### config.mk
export PLATFORM = sky130hd
export DESIGN_NAME = sawtooth_wave_monitor_flat
export DESIGN_NICKNAME = d
export VERILOG_FILES = /design/src/rtl/wave_pkg.sv /design/src/rtl/sawtooth_wave_monitor_if.sv /design/src/rtl/sawtooth_step_check.sv /design/src/rtl/sawtooth_wave_monitor.sv /design/src/flat_wrapper.sv
export SDC_FILE = /design/constraint.sdc
export NUM_CORES = 1
export LEC_CHECK = 0
export CAP_MARGIN = 0
export CORE_UTILIZATION = 57
export CTS_CLUSTER_SIZE = 40
export DETAILED_ROUTE_END_ITERATION = 16
export MAX_ROUTING_LAYER = met4
export PLACE_DENSITY = 0.78
export SYNTH_ARGS = -nofsm -noshare
export SYNTH_HDL_FRONTEND = slang
export SYNTH_SLANG_ARGS = --single-unit
### constraint.sdc
create_clock -name clk -period 5.2 [get_ports clk]
set_clock_uncertainty 0.1 [all_clocks]
set_input_delay 1.04 -clock clk [delete_from_list [all_inputs] [get_ports clk]]
set_output_delay 1.04 -clock clk [all_outputs]
set_load 0.05 [all_outputs]
### src/rtl/wave_pkg.sv
// Shared types and constants for the sawtooth generator / monitor pair.
package wave_pkg;

  // Monitor lock state machine
  typedef enum logic [1:0] {
    IDLE    = 2'd0,
    ACQUIRE = 2'd1,
    LOCKED  = 2'd2
  } state_t;

  // Default sample width shared with the wave generator
  localparam int SAMPLE_W = 8;

  // Saturating 8-bit increment used by the error counter
  function automatic logic [7:0] sat_inc8(input logic [7:0] v);
    return (v == 8'hFF) ? v : v + 8'd1;
  endfunction

endpackage

### src/rtl/sawtooth_wave_monitor_if.sv
// Sample stream in, lock/period/error status out.
interface sawtooth_wave_monitor_if
  import wave_pkg::*;
#(
  parameter int WIDTH    = SAMPLE_W,
  parameter int PERIOD_W = 16
);
  logic                clear;
  logic                sample_valid;
  logic [WIDTH-1:0]    sample_in;
  logic                locked;
  logic                wrap_pulse;
  logic                period_valid;
  logic [PERIOD_W-1:0] period;
  logic [WIDTH-1:0]    peak;
  logic                err_step;
  logic [7:0]          err_count;

  // Stream source / status consumer side
  modport master (
    output clear, sample_valid, sample_in,
    input  locked, wrap_pulse, period_valid, period, peak, err_step, err_count
  );

  // Monitor side
  modport slave (
    input  clear, sample_valid, sample_in,
    output locked, wrap_pulse, period_valid, period, peak, err_step, err_count
  );
endinterface

### src/rtl/sawtooth_step_check.sv
// Combinational ramp step classifier: good = exact +STEP (mod 2^WIDTH),
// wrap = good step that rolled over.
module sawtooth_step_check #(
  parameter int WIDTH = 8,
  parameter int STEP  = 1
) (
  input  logic [WIDTH-1:0] prev,
  input  logic [WIDTH-1:0] sample_in,
  output logic             good,
  output logic             wrap
);
  localparam logic [WIDTH-1:0] STEP_W = WIDTH'(STEP);

  logic [WIDTH-1:0] expected;

  // Modulo arithmetic falls out of the fixed-width add
  always_comb begin
    expected = prev + STEP_W;
    good     = (sample_in == expected);
    wrap     = good && (sample_in < prev);
  end
endmodule

### src/rtl/sawtooth_wave_monitor.sv
// Sawtooth stream checker: acquires lock on a clean +STEP ramp, measures
// period/peak between wraps while locked, and flags broken steps.
module sawtooth_wave_monitor
  import wave_pkg::*;
#(
  parameter int WIDTH      = SAMPLE_W,
  parameter int STEP       = 1,
  parameter int LOCK_COUNT = 4,
  parameter int PERIOD_W   = 16
) (
  input  logic                    clk,
  input  logic                    reset_n,
  sawtooth_wave_monitor_if.slave  mon
);
  localparam logic [3:0]          LOCK_N   = 4'(LOCK_COUNT);
  localparam logic [PERIOD_W-1:0] PCNT_MAX = '1;

  state_t              state;
  logic [WIDTH-1:0]    prev;
  logic [WIDTH-1:0]    seg_max;
  logic [3:0]          good_cnt;
  logic [PERIOD_W-1:0] period_cnt;
  logic                ref_ok;

  logic                locked_q;
  logic                wrap_q;
  logic                pvalid_q;
  logic [PERIOD_W-1:0] period_q;
  logic [WIDTH-1:0]    peak_q;
  logic                err_q;
  logic [7:0]          err_cnt_q;

  logic good;
  logic wrap;

  sawtooth_step_check #(.WIDTH(WIDTH), .STEP(STEP)) u_step (
    .prev      (prev),
    .sample_in (mon.sample_in),
    .good      (good),
    .wrap      (wrap)
  );

  // Lock FSM, period/peak measurement and registered status outputs
  always_ff @(posedge clk or negedge reset_n) begin
    if (!reset_n) begin
      state      <= IDLE;
      prev       <= '0;
      seg_max    <= '0;
      good_cnt   <= '0;
      period_cnt <= '0;
      ref_ok     <= 1'b0;
      locked_q   <= 1'b0;
      wrap_q     <= 1'b0;
      pvalid_q   <= 1'b0;
      period_q   <= '0;
      peak_q     <= '0;
      err_q      <= 1'b0;
      err_cnt_q  <= '0;
    end else begin
      wrap_q   <= 1'b0;
      pvalid_q <= 1'b0;
      err_q    <= 1'b0;
      if (mon.clear) begin
        // clear wins over a coincident sample; measurements are kept
        state     <= IDLE;
        good_cnt  <= '0;
        ref_ok    <= 1'b0;
        err_cnt_q <= '0;
        locked_q  <= 1'b0;
      end else if (mon.sample_valid) begin
        prev <= mon.sample_in;
        case (state)
          IDLE: begin
            state    <= ACQUIRE;
            good_cnt <= '0;
          end
          ACQUIRE: begin
            if (good) begin
              good_cnt <= good_cnt + 4'd1;
              if (good_cnt + 4'd1 == LOCK_N) begin
                state    <= LOCKED;
                locked_q <= 1'b1;
              end
            end else begin
              good_cnt <= '0;
            end
          end
          LOCKED: begin
            if (!good) begin
              // a bad step that looks like a rollover is still an error
              err_q     <= 1'b1;
              err_cnt_q <= sat_inc8(err_cnt_q);
              state     <= ACQUIRE;
              good_cnt  <= '0;
              ref_ok    <= 1'b0;
              locked_q  <= 1'b0;
            end else if (wrap) begin
              wrap_q <= 1'b1;
              // first wrap after lock only establishes the reference point
              if (ref_ok) begin
                period_q <= period_cnt;
                peak_q   <= seg_max;
                pvalid_q <= 1'b1;
              end
              period_cnt <= PERIOD_W'(1);
              seg_max    <= mon.sample_in;
              ref_ok     <= 1'b1;
            end else begin
              if (period_cnt != PCNT_MAX) period_cnt <= period_cnt + 1'b1;
              if (mon.sample_in > seg_max) seg_max <= mon.sample_in;
            end
          end
          default: state <= IDLE;
        endcase
      end
    end
  end

  assign mon.locked       = locked_q;
  assign mon.wrap_pulse   = wrap_q;
  assign mon.period_valid = pvalid_q;
  assign mon.period       = period_q;
  assign mon.peak         = peak_q;
  assign mon.err_step     = err_q;
  assign mon.err_count    = err_cnt_q;

endmodule

### src/flat_wrapper.sv
// flat-port wrapper written by rule: the top's interface ports become plain ports
module sawtooth_wave_monitor_flat import wave_pkg::*;
#(
  parameter int WIDTH      = SAMPLE_W,
  parameter int STEP       = 1,
  parameter int LOCK_COUNT = 4,
  parameter int PERIOD_W   = 16
)
  (clk, reset_n, mon_clear, mon_sample_valid, mon_sample_in, mon_locked, mon_wrap_pulse, mon_period_valid, mon_period, mon_peak, mon_err_step, mon_err_count);
  sawtooth_wave_monitor_if #(.WIDTH(WIDTH), .PERIOD_W(PERIOD_W)) mon_i ();
  input  logic clk;
  input  logic reset_n;
  input wire logic [$bits(mon_i.clear)-1:0] mon_clear;
  input wire logic [$bits(mon_i.sample_valid)-1:0] mon_sample_valid;
  input wire logic [$bits(mon_i.sample_in)-1:0] mon_sample_in;
  output wire logic [$bits(mon_i.locked)-1:0] mon_locked;
  output wire logic [$bits(mon_i.wrap_pulse)-1:0] mon_wrap_pulse;
  output wire logic [$bits(mon_i.period_valid)-1:0] mon_period_valid;
  output wire logic [$bits(mon_i.period)-1:0] mon_period;
  output wire logic [$bits(mon_i.peak)-1:0] mon_peak;
  output wire logic [$bits(mon_i.err_step)-1:0] mon_err_step;
  output wire logic [$bits(mon_i.err_count)-1:0] mon_err_count;
  assign mon_i.clear = mon_clear;
  assign mon_i.sample_valid = mon_sample_valid;
  assign mon_i.sample_in = mon_sample_in;
  assign mon_locked = mon_i.locked;
  assign mon_wrap_pulse = mon_i.wrap_pulse;
  assign mon_period_valid = mon_i.period_valid;
  assign mon_period = mon_i.period;
  assign mon_peak = mon_i.peak;
  assign mon_err_step = mon_i.err_step;
  assign mon_err_count = mon_i.err_count;
  sawtooth_wave_monitor #(.WIDTH(WIDTH), .STEP(STEP), .LOCK_COUNT(LOCK_COUNT), .PERIOD_W(PERIOD_W)) u_core (.clk(clk), .reset_n(reset_n), .mon(mon_i));
endmodule
==> metrics.md, run 1 <==
| Metric | Value |
|---|---|
| Die width | 86.7 um |
| Via/cell ratio | 5.77 |
| Die area | 7510 um2 |
| Primary FF master, synth | dfrtp_1 |
| Critical path origin | mon_sample_in[2] |
| CTS buffer count | 9 |
| Final core utilization | 70.0% |
| Sink Count | 75 |
| Max Freq | 258 MHz |
| DR vias | 3173 |
| First-pass GRT wire length | 14.2 mm |
| Post-synthesis async set-or-reset flop share | 100% |
| Power Density | 240 nW/um2 |
| Synth top area cells | dfrtp_1, ha_1, mux2_2, o21ai_0, mux2_1 |
| Initial Util | 59.5% |
| P_leak | 2.16 nW |
| Synth top area share | 45.9% |
| Max Cap Violations | 0 |
| Gate Count Post-Synth | 403 |
| Final Hold Fails | 0 |
| Final Cycle Share | 74.7% |
| Final Setup Violations | 0 |
| Routed wire per std cell | 15.0 um |
| Commonest non-fill, non-tap cell in the layout | dfrtp_1 |
| Clock Tree Buf Depth | 2 |
| CORE AREA | 6870 um2 |
| Die Span Y | 86.7 um |
| DRC errors left | 0 |
| Drt total wl | 8.26 mm |
| Beginning of the worst hold path | u_core.mon.peak[6] |
| Crit end category | flip-flop |
| Pre-CTS setup slack | 0.947 ns |
| Total global routing overflow | 0 |
| Number of synthesized flops with an enable pin | 0 |
| Status | finished clean |
| First-pass DRT Iterations | 4 |
| Maximum vdd drop | 0.152 mV |
| CTS tree | done |
| PortBufs | 47 |
| Crit path DAT | 4.02 ns |
| Post-CTS sizing | 0 |
| Antenna violations before repair | 0 |
| Top cell type by total area after synthesis | dfrtp_1 |
| Commonest non-fill, non-tap cells in the layout | dfrtp_1, clkdlybuf4s50_1, o21ai_0 |
| Post-CTS setup buffer count | 0 |
| Overall Global Routing Usage | 24.9% |
| Worst Path Required | 5.34 ns |
| Final worst slack | 1.32 ns |
| Synth Warn # | 0 |
| # hold bufs at CTS | 0 |
| Final ANT Viol Nets | 0 |
| Ports | 48 |
| Mapped Area | 4090 um2 |
| Area Growth Syn to Fin | 17.6% |
| Area of the multi-input gates | 2040 um2 |
| Fillers | 531 |
| Fin Setup TNS | 0 ns |
| Diode count | 0 |
| Layout cell share with drive strength beyond 1 | 10.4% |
| Vias in the first global route | 3053 |
| Slew Limit Fails | 0 |
| FF/Latch Area | 1880 um2 |
| DRT iter0 DRCs | 237 |
| Nature of the critical path startpoint | primary input |
| Reg clk slew, reported paths | 0.08 ns |
| CTS root buf | clkbuf_8 |
| CTS H-tree lvls | 3 |
| Sequential area share after synthesis | 45.9% |
| CP max FO | 16 |
| Dpl hpwl | 5.77 mm |
| Slew @ Worst Pin | 1.02 ns |
| Clock latency on the worst-skew pair | 0.36 ns |
| HP Class | reg -> reg |
| FP Rows | 30 |
| Count of state elements after synthesis | 75 |
| GP Congestion | 0.907 |
| Mapped Avg Cell Area | 10.1 um2 |
| Synth Net Count | 440 |
| Netlist cell types | 54 |
| Fin crit period | 3.88 ns |
| Nets@finish | 486 |
| RSZ-0062 raised after global routing | false |
| Slew HR | 31.8% |
| WS Path Type | in -> reg |
| Largest net degree at the start of global routing | 76 |
| FF-to-FF Start | u_core.prev[0] |
[cell families after synthesis]
| kind of cell | synth area share (%) |
|---|---|
| buffers and inverters | 4.22 |
| AO/OA/AOI/OAI | 12.6 |
| flip-flops | 45.9 |
| AND/OR/NAND/NOR | 17.6 |
| XOR/XNOR | 2.36 |
| multiplexers | 9.61 |
| adder cells (fa/ha/maj) | 7.65 |
[critical path: stages]
cell and delay (ns):
clkdlybuf4s50_1 0.64, ha_1 0.29, o21ai_0 0.15, a21oi_1 0.07
o2111ai_1 0.31, and2_1 0.38, and4_1 0.58, buf_12 0.22
mux2_2 0.33
[synthesized netlist by cell type (2+ instances only)]
master	instances
nor4_1	3
ha_1	25
and2_1	5
nand2_1	31
xnor2_1	5
clkbuf_1	6
and3_1	3
mux2_2	19
dfrtp_1	75
or4_1	3
buf_2	3
nor3b_1	3
o2111ai_1	2
a21oi_1	21
or3_1	11
nand4_1	11
nor2_1	19
buf_6	2
buf_4	2
nand2b_1	3
nand3_1	9
nand3b_1	2
xor2_1	6
nor2b_1	4
a22o_1	2
inv_1	25
nor3_1	11
a21o_1	3
o21ai_0	41
o31ai_1	6
and4_1	3
a21oi_2	2
mux2_1	15
o21a_1	2
[power breakdown]
group	leakage [nW]	internal, mW	switching, mW
clock network	0.0848	0.181	0.239
logic	1.04	0.0503	0.0804
registers	1.03	0.592	0.0109
[sequential cells by signal (all words and copies together), names as in the netlist]
signal                   flops
u_core.period_cnt           16
u_core.seg_max               8
u_core.mon.period           16
u_core.mon.locked            1
u_core.ref_ok                1
u_core.mon.err_step          1
u_core.mon.period_valid      1
u_core.mon.err_count         8
u_core.mon.wrap_pulse        1
u_core.mon.peak              8
u_core.prev                  8
u_core.good_cnt              4
u_core.state                 2
[final cells by class]
| cell class | count | share of cell area [%] |
|---|---|---|
| repair buffers | 49 | 10.3 |
| multi-input cells | 289 | 42.4 |
| inverters | 25 | 1.95 |
| flip-flops and latches | 75 | 39.0 |
| well taps | 96 | 2.50 |
| clock buffers | 9 | 2.58 |
| clock inverters | 7 | 1.25 |
[layer usage]
| layer | wire length (um) | global-route usage, % |
|---|---|---|
| met3 | 342 | 3.14 |
| met4 | 80 | 9.70 |
| met1 | 3810 | 32.3 |
| met2 | 4030 | 40.0 |
| met5 | 0 | - |
[metrics by stage]
| stage | area (um2) | hold slack, ns | total power [mW] | std cells |
|---|---|---|---|---|
| detailed placement | 4620 | 0.377 | 0.743 | 534 |
| finish | 4810 | 0.392 | 1.15 | 550 |
| global route | 4810 | 0.419 | 1.20 | 550 |
| CTS | 4810 | 0.396 | 1.16 | 550 |
| global placement | 4620 | 0.368 | 0.739 | 534 |
| floorplan | 4090 | 0.361 | 0.696 | 403 |
[worst paths after layout]
check                      slack (ns)  cells after the start               endpoint
min                              0.39                      1     u_core.mon.peak[6]
max in group asynchronous        3.69                      1     u_core.good_cnt[0]
min reg2reg                      0.39                      1     u_core.mon.peak[6]
min in group asynchronous        0.72                      1      u_core.seg_max[4]
max reg2reg                      2.05                     10  u_core.mon.period[14]
max                              1.32                      9  u_core.mon.period[14]
Note: power is estimated with default switching activity, not from simulation.
==> run 2, diff against run 1 <==
CORE_UTILIZATION = 56   (was 57)
PLACE_DENSITY = 0.77   (was 0.78)
clock period = 3.8 ns   (was 5.2 ns; I/O delays follow)
==> metrics.md, run 2 (synthesis results as in run 1) <==
| Metric | Value |
|---|---|
| Status | finished clean |
| CTS tree | done |
| Maximum vdd drop | 0.198 mV (+30%) |
| Final Instance Area | 4940 um2 (+2.7%) |
| Finished Layout Cells | 559 (+1.6%) |
| Hold Slack | 0.386 ns (-0.00589 ns) |
| First-pass DRT Iterations | 4 (unchanged) |
| Die Span Y | 87.4 um (+0.87%) |
| Nature of the critical path startpoint | primary input |
| Final Setup Violations | 0 (unchanged) |
| CTS root buf | clkbuf_8 |
| Fillers | 541 (+1.9%) |
| P_leak | 2.25 nW (+4.2%) |
| WS Path Type | in -> reg |
| Ports | 48 (unchanged) |
| Crit-path cells | clkdlybuf4s50_1 -> ha_1 -> a211o_1 -> o2111ai_1 -> and2_1 -> a21oi_1 -> or4_1 -> mux2_1 |
| Switching Share | 23.3% (-5.3 points) |
| Largest net degree at the start of global routing | 76 (unchanged) |
| CTS buffer count | 9 (unchanged) |
| Final core utilization | 71.5% (+1.5 points) |
| PortBufs | 47 (unchanged) |
| Drt total wl | 8.38 mm (+1.5%) |
| Clock Tree Buf Depth | 2 (unchanged) |
| Final Cycle Share | 83.9% |
| Final worst slack | 0.611 ns (-0.706 ns) |
| Commonest non-fill, non-tap cell in the layout | dfrtp_1 |
| Final ANT Viol Nets | 0 (unchanged) |
| Power Density | 363 nW/um2 (+51%) |
| CORE AREA | 6910 um2 (+0.55%) |
| Die area | 7640 um2 (+1.7%) |
| Clock share of power | 43.5% (+7.1 points) |
| Vias in the first global route | 3128 (+2.5%) |
| Routed wire per std cell | 15.0 um (about the same) |
| Area Growth Syn to Fin | 20.8% |
| Cell Int Power | 1.38 mW (+67%) |
| Final Hold Fails | 0 (unchanged) |
| Area of the multi-input gates | 2040 um2 (unchanged) |
| Total global routing overflow | 0 (unchanged) |
| Seq pwr share | 46.0% (-6.2 points) |
| Initial Util | 59.2% (-0.32 points) |
| Fin Setup TNS | 0 ns (unchanged) |
| Pre-CTS setup slack | 0.260 ns (-0.686 ns) |
| Slew @ Worst Pin | 0.896 ns (-0.125 ns) |
| Max Cap Violations | 0 (unchanged) |
| DRT iter0 DRCs | 185 (-22%) |
| Slowest stage cell, crit path | or4_1 |
| Comb pwr share | 10.5% (-0.8 points) |
| GP Congestion | 0.849 (-6.4%) |
| FP Rows | 30 (unchanged) |
| Post-CTS setup buffer count | 0 (unchanged) |
| Commonest non-fill, non-tap cells in the layout | dfrtp_1, clkdlybuf4s50_1, o21ai_0 |
| Clock latency on the worst-skew pair | 0.37 ns (about the same) |
| Worst Path Required | 3.94 ns (-1.40 ns) |
| Max Freq | 314 MHz |
| Crit end category | flip-flop |
| Nets@finish | 495 (+1.9%) |
| First-pass GRT wire length | 14.5 mm (+2.5%) |
| Slew HR | 40.3% (+8.5 points) |
| RSZ-0062 raised after global routing | false |
| DRC errors left | 0 (unchanged) |
| Post-CTS sizing | 0 (unchanged) |
| CP max stage delay | 0.62 ns (-0.02 ns) |
| Sink Count | 75 (unchanged) |
| Slew Limit Fails | 0 (unchanged) |
| Diode count | 0 (unchanged) |
| # hold bufs at CTS | 0 (unchanged) |
| Via/cell ratio | 5.66 (-1.8%) |
| Switching power | 0.418 mW (+27%) |
| FF/Latch Area | 1880 um2 (unchanged) |
| Dpl hpwl | 5.95 mm (+3.2%) |
| Layout cell share with drive strength beyond 1 | 12.1% (+1.7 points) |
| Area after DPL | 4680 um2 (+1.2%) |
| Overall power | 1.79 mW (+55%) |
| Overall Global Routing Usage | 25.7% (+0.84 points) |
| Fin crit period | 3.19 ns |
| HP Class | reg -> reg |
| CTS H-tree lvls | 3 (unchanged) |
| Antenna violations before repair | 0 (unchanged) |
| CP max FO | 8 (-8) |
| Crit path DAT | 3.33 ns (-0.69 ns) |
| Reg clk slew, reported paths | 0.07 ns (about the same) |
| Inst Count DP | 543 (+1.7%) |
| DR vias | 3166 (-0.22%) |
| Die width | 87.4 um (+0.87%) |
==> run 2: cell types whose count changed in the layout (fill, tap and decap cells not counted), sizes merged <==
cell	previous run	this run
buf	3	12
bufinv	0	3
clkbuf	9	12
clkinv	0	1
clkinvlp	3	0
inv	29	25
==> run 2: metal layers <==
metal  track usage, %  share of wire [%]  wire length, um  vias to the layer above
li1                 -                  -                -                     1558
met1             32.2                 46             3880                     1535
met2             40.8                 49             4080                       65
met5                -                  0                0                        -
met3             7.49                3.9              331                        8
met4             7.00                1.1               90                        0
==> run 2: power groups by stage <==
stage	clock network [mW]	registers [mW]	logic (mW)
after CTS	0.795	0.824	0.188
after floorplan	0	0.837	0.116
after detailed placement	0	0.840	0.186
after global placement	0	0.839	0.180
after global routing	0.832	0.827	0.214
final	0.781	0.825	0.188
==> run 2: layout make-up <==
| class | instances | share of cell area, % |
|---|---|---|
| clock inverter | 4 | 1.93 |
| multi-input combinational | 289 | 41.3 |
| sequential | 75 | 38.0 |
| inverter | 25 | 1.90 |
| clock buffer | 12 | 3.34 |
| timing repair buffer | 58 | 11.1 |
| tap | 96 | 2.43 |
==> run 2: worst max-delay path: cells and delay by family <==
kind                     cells  cell delay, ns
AO/OA/AOI/OAI                3            0.60
AND/OR/NAND/NOR              2            0.82
adder cells (fa/ha/maj)      1            0.32
buffers and inverters        1            0.43
multiplexers                 1            0.39
==> run 2: worst paths after layout <==
| check | from | to | slack [ns] | cells after the start |
|---|---|---|---|---|
| max | mon_sample_in[5] | u_core.seg_max[2] | 0.61 | 8 |
| min | u_core.mon.peak[5] | u_core.mon.peak[5] | 0.39 | 1 |
| max reg2reg | u_core.prev[5] | u_core.seg_max[2] | 0.97 | 8 |
| min reg2reg | u_core.mon.peak[5] | u_core.mon.peak[5] | 0.39 | 1 |
| max in group asynchronous | reset_n | u_core.mon.period[1] | 2.60 | 1 |
| min in group asynchronous | reset_n | u_core.mon.peak[6] | 0.44 | 1 |
==> run 3, diff against run 2 <==
CORE_UTILIZATION = 51   (was 56)
PLACE_DENSITY = 0.74   (was 0.77)
clock period = 2.93 ns   (was 3.8 ns; I/O delays follow)
==> metrics.md, run 3 (synthesis results as in run 1) <==
| Metric | Value |
|---|---|
| Area Growth Syn to Fin | 27.5% |
| Total global routing overflow | 0 (unchanged) |
| FF/Latch Area | 1880 um2 (unchanged) |
| # hold bufs at CTS | 0 (unchanged) |
| Largest net degree at the start of global routing | 76 (unchanged) |
| CORE AREA | 7730 um2 (+12%) |
| DR vias | 3337 (+5.4%) |
| Grt met2 use | 37.5% (-3.3 points) |
| RSZ-0062 raised after global routing | false |
| Crit path DAT | 3.02 ns (-0.31 ns) |
| HP Class | in -> async |
| Final Cycle Share | 97.1% |
| Die width | 91.5 um (+4.7%) |
| Area of the multi-input gates | 2100 um2 (+3.1%) |
| Routed wire per std cell | 15.1 um (+0.51%) |
| Via/cell ratio | 5.63 (-0.64%) |
| Commonest non-fill, non-tap cells in the layout | dfrtp_1, clkdlybuf4s50_1, buf_4 |
| First-pass GRT wire length | 15.0 mm (+3.5%) |
| Fin crit period | 2.84 ns |
| Maximum vdd drop | 0.231 mV (+17%) |
| GP Congestion | 0.858 (+1.1%) |
| DRT iter0 DRCs | 120 (-35%) |
| P_leak | 2.41 nW (+7.2%) |
| Slew Limit Fails | 0 (unchanged) |
| Dpl hpwl | 6.33 mm (+6.3%) |
| Max Cap Violations | 0 (unchanged) |
| Slew @ Worst Pin | 0.920 ns (+0.0236 ns) |
| Overall Global Routing Usage | 23.4% (-2.3 points) |
| Diode count | 0 (unchanged) |
| Overall power | 2.32 mW (+29%) |
| DRC errors left | 0 (unchanged) |
| Final ANT Viol Nets | 0 (unchanged) |
| Clock latency on the worst-skew pair | 0.35 ns (-0.02 ns) |
| Max Freq | 352 MHz |
| Initial Util | 52.9% (-6.3 points) |
| Vias in the first global route | 3207 (+2.5%) |
| Status | finished clean |
| Met3 Resource Use GR | 3.77% (-3.7 points) |
| CTS H-tree lvls | 3 (unchanged) |
| Antenna violations before repair | 0 (unchanged) |
| FP Rows | 32 (+6.7%) |
| Hold Slack | 0.269 ns (-0.117 ns) |
| Final Setup Violations | 0 (unchanged) |
| CTS root buf | clkbuf_8 |
| Crit end category | flip-flop |
| Area after DPL | 4860 um2 (+3.9%) |
| Top Usage Layer GRT | met2 |
| Reg clk slew, reported paths | 0.07 ns (about the same) |
| Worst Path Required | 3.11 ns (-0.83 ns) |
| First-pass DRT Iterations | 5 (+1) |
| Nature of the critical path startpoint | primary input |
| CTS buffer count | 9 (unchanged) |
| Commonest non-fill, non-tap cell in the layout | dfrtp_1 |
| PortBufs | 47 (unchanged) |
| Ports | 48 (unchanged) |
| CP max FO | 6 (-2) |
| Fillers | 588 (+8.7%) |
| Slew HR | 38.7% (-1.6 points) |
| Sink Count | 75 (unchanged) |
| WS Path Type | in -> reg |
| Final Instance Area | 5210 um2 (+5.5%) |
| Nets@finish | 523 (+5.7%) |
| M1 GR Usage | 29.4% (-2.8 points) |
| Power Density | 445 nW/um2 (+22%) |
| CTS tree | done |
| Clock Tree Buf Depth | 2 (unchanged) |
| Final Hold Fails | 0 (unchanged) |
| Die Span Y | 91.5 um (+4.7%) |
| Drt total wl | 8.94 mm (+6.6%) |
| Layout cell share with drive strength beyond 1 | 18.9% (+6.8 points) |
| Die area | 8380 um2 (+9.6%) |
run 3: changes by cell type in the layout (fill, tap and decap cells not counted), sizes merged:
cell and change:
clkdlybuf4s50 -2, buf +27, clkinv +1, clkbuf -1
dlymetal6s2s +2, or4b +1
run 3: worst max-delay path, cell delays in order:
cell	delay, ns
clkdlybuf4s50_1	0.45
buf_4	0.17
or3_1	0.38
a21oi_2	0.19
o31a_2	0.19
or4b_4	0.52
or3_4	0.39
a21oi_2	0.13
run 3: layout make-up:
cell class              count  share of cell area [%]
flip-flops and latches     75                    36.0
repair buffers             85                    14.8
well taps                 102                    2.45
inverters                  25                    1.80
clock buffers              11                    2.71
multi-input cells         290                    40.3
clock inverters             5                    1.92
run 3: repair_timing:
action,CTS,global route
gates cloned,1,0
setup endpoints to repair,9,15
pin swaps,0,5
setup buffers,2,2
gates resized for setup,3,19
run 3: final timing paths:
kind	slack [ns]	startpoint	to	cells past startpoint
max in group asynchronous	1.87	reset_n	u_core.seg_max[4]	1
hold / removal	0.27	reset_n	u_core.seg_max[5]	1
setup reg to reg	0.19	u_core.prev[5]	u_core.period_cnt[13]	8
min in group clk	0.39	u_core.mon.peak[5]	u_core.mon.peak[5]	1
setup / recovery	0.09	mon_sample_in[3]	u_core.period_cnt[13]	8
hold reg to reg	0.39	u_core.mon.peak[5]	u_core.mon.peak[5]	1
run 3: stage by stage:
stage,util [%],worst slack [ns],setup TNS [ns],instances
after floorplan,-,0.0677,0,403
after global placement,62.9,-0.320,-12.60,572
after detailed placement,62.9,-0.393,-16.15,572
after CTS,66.6,0.0472,0,591
after global routing,67.4,0.00784,0,593
final,67.4,0.0854,0,593
run 3: metal layers:
metal	share of wire, %	up-vias
met5	0	-
met4	1.2	0
met3	3.5	14
met2	50	75
met1	45	1629
li1	-	1619
run 3: report_power, final:
| group | internal (mW) | switching [mW] | leakage, nW |
|---|---|---|---|
| sequential | 1.05 | 0.0202 | 1.03 |
| combinational | 0.122 | 0.160 | 1.26 |
| clock | 0.587 | 0.377 | 0.123 |
| total | 1.76 | 0.557 | 2.41 |
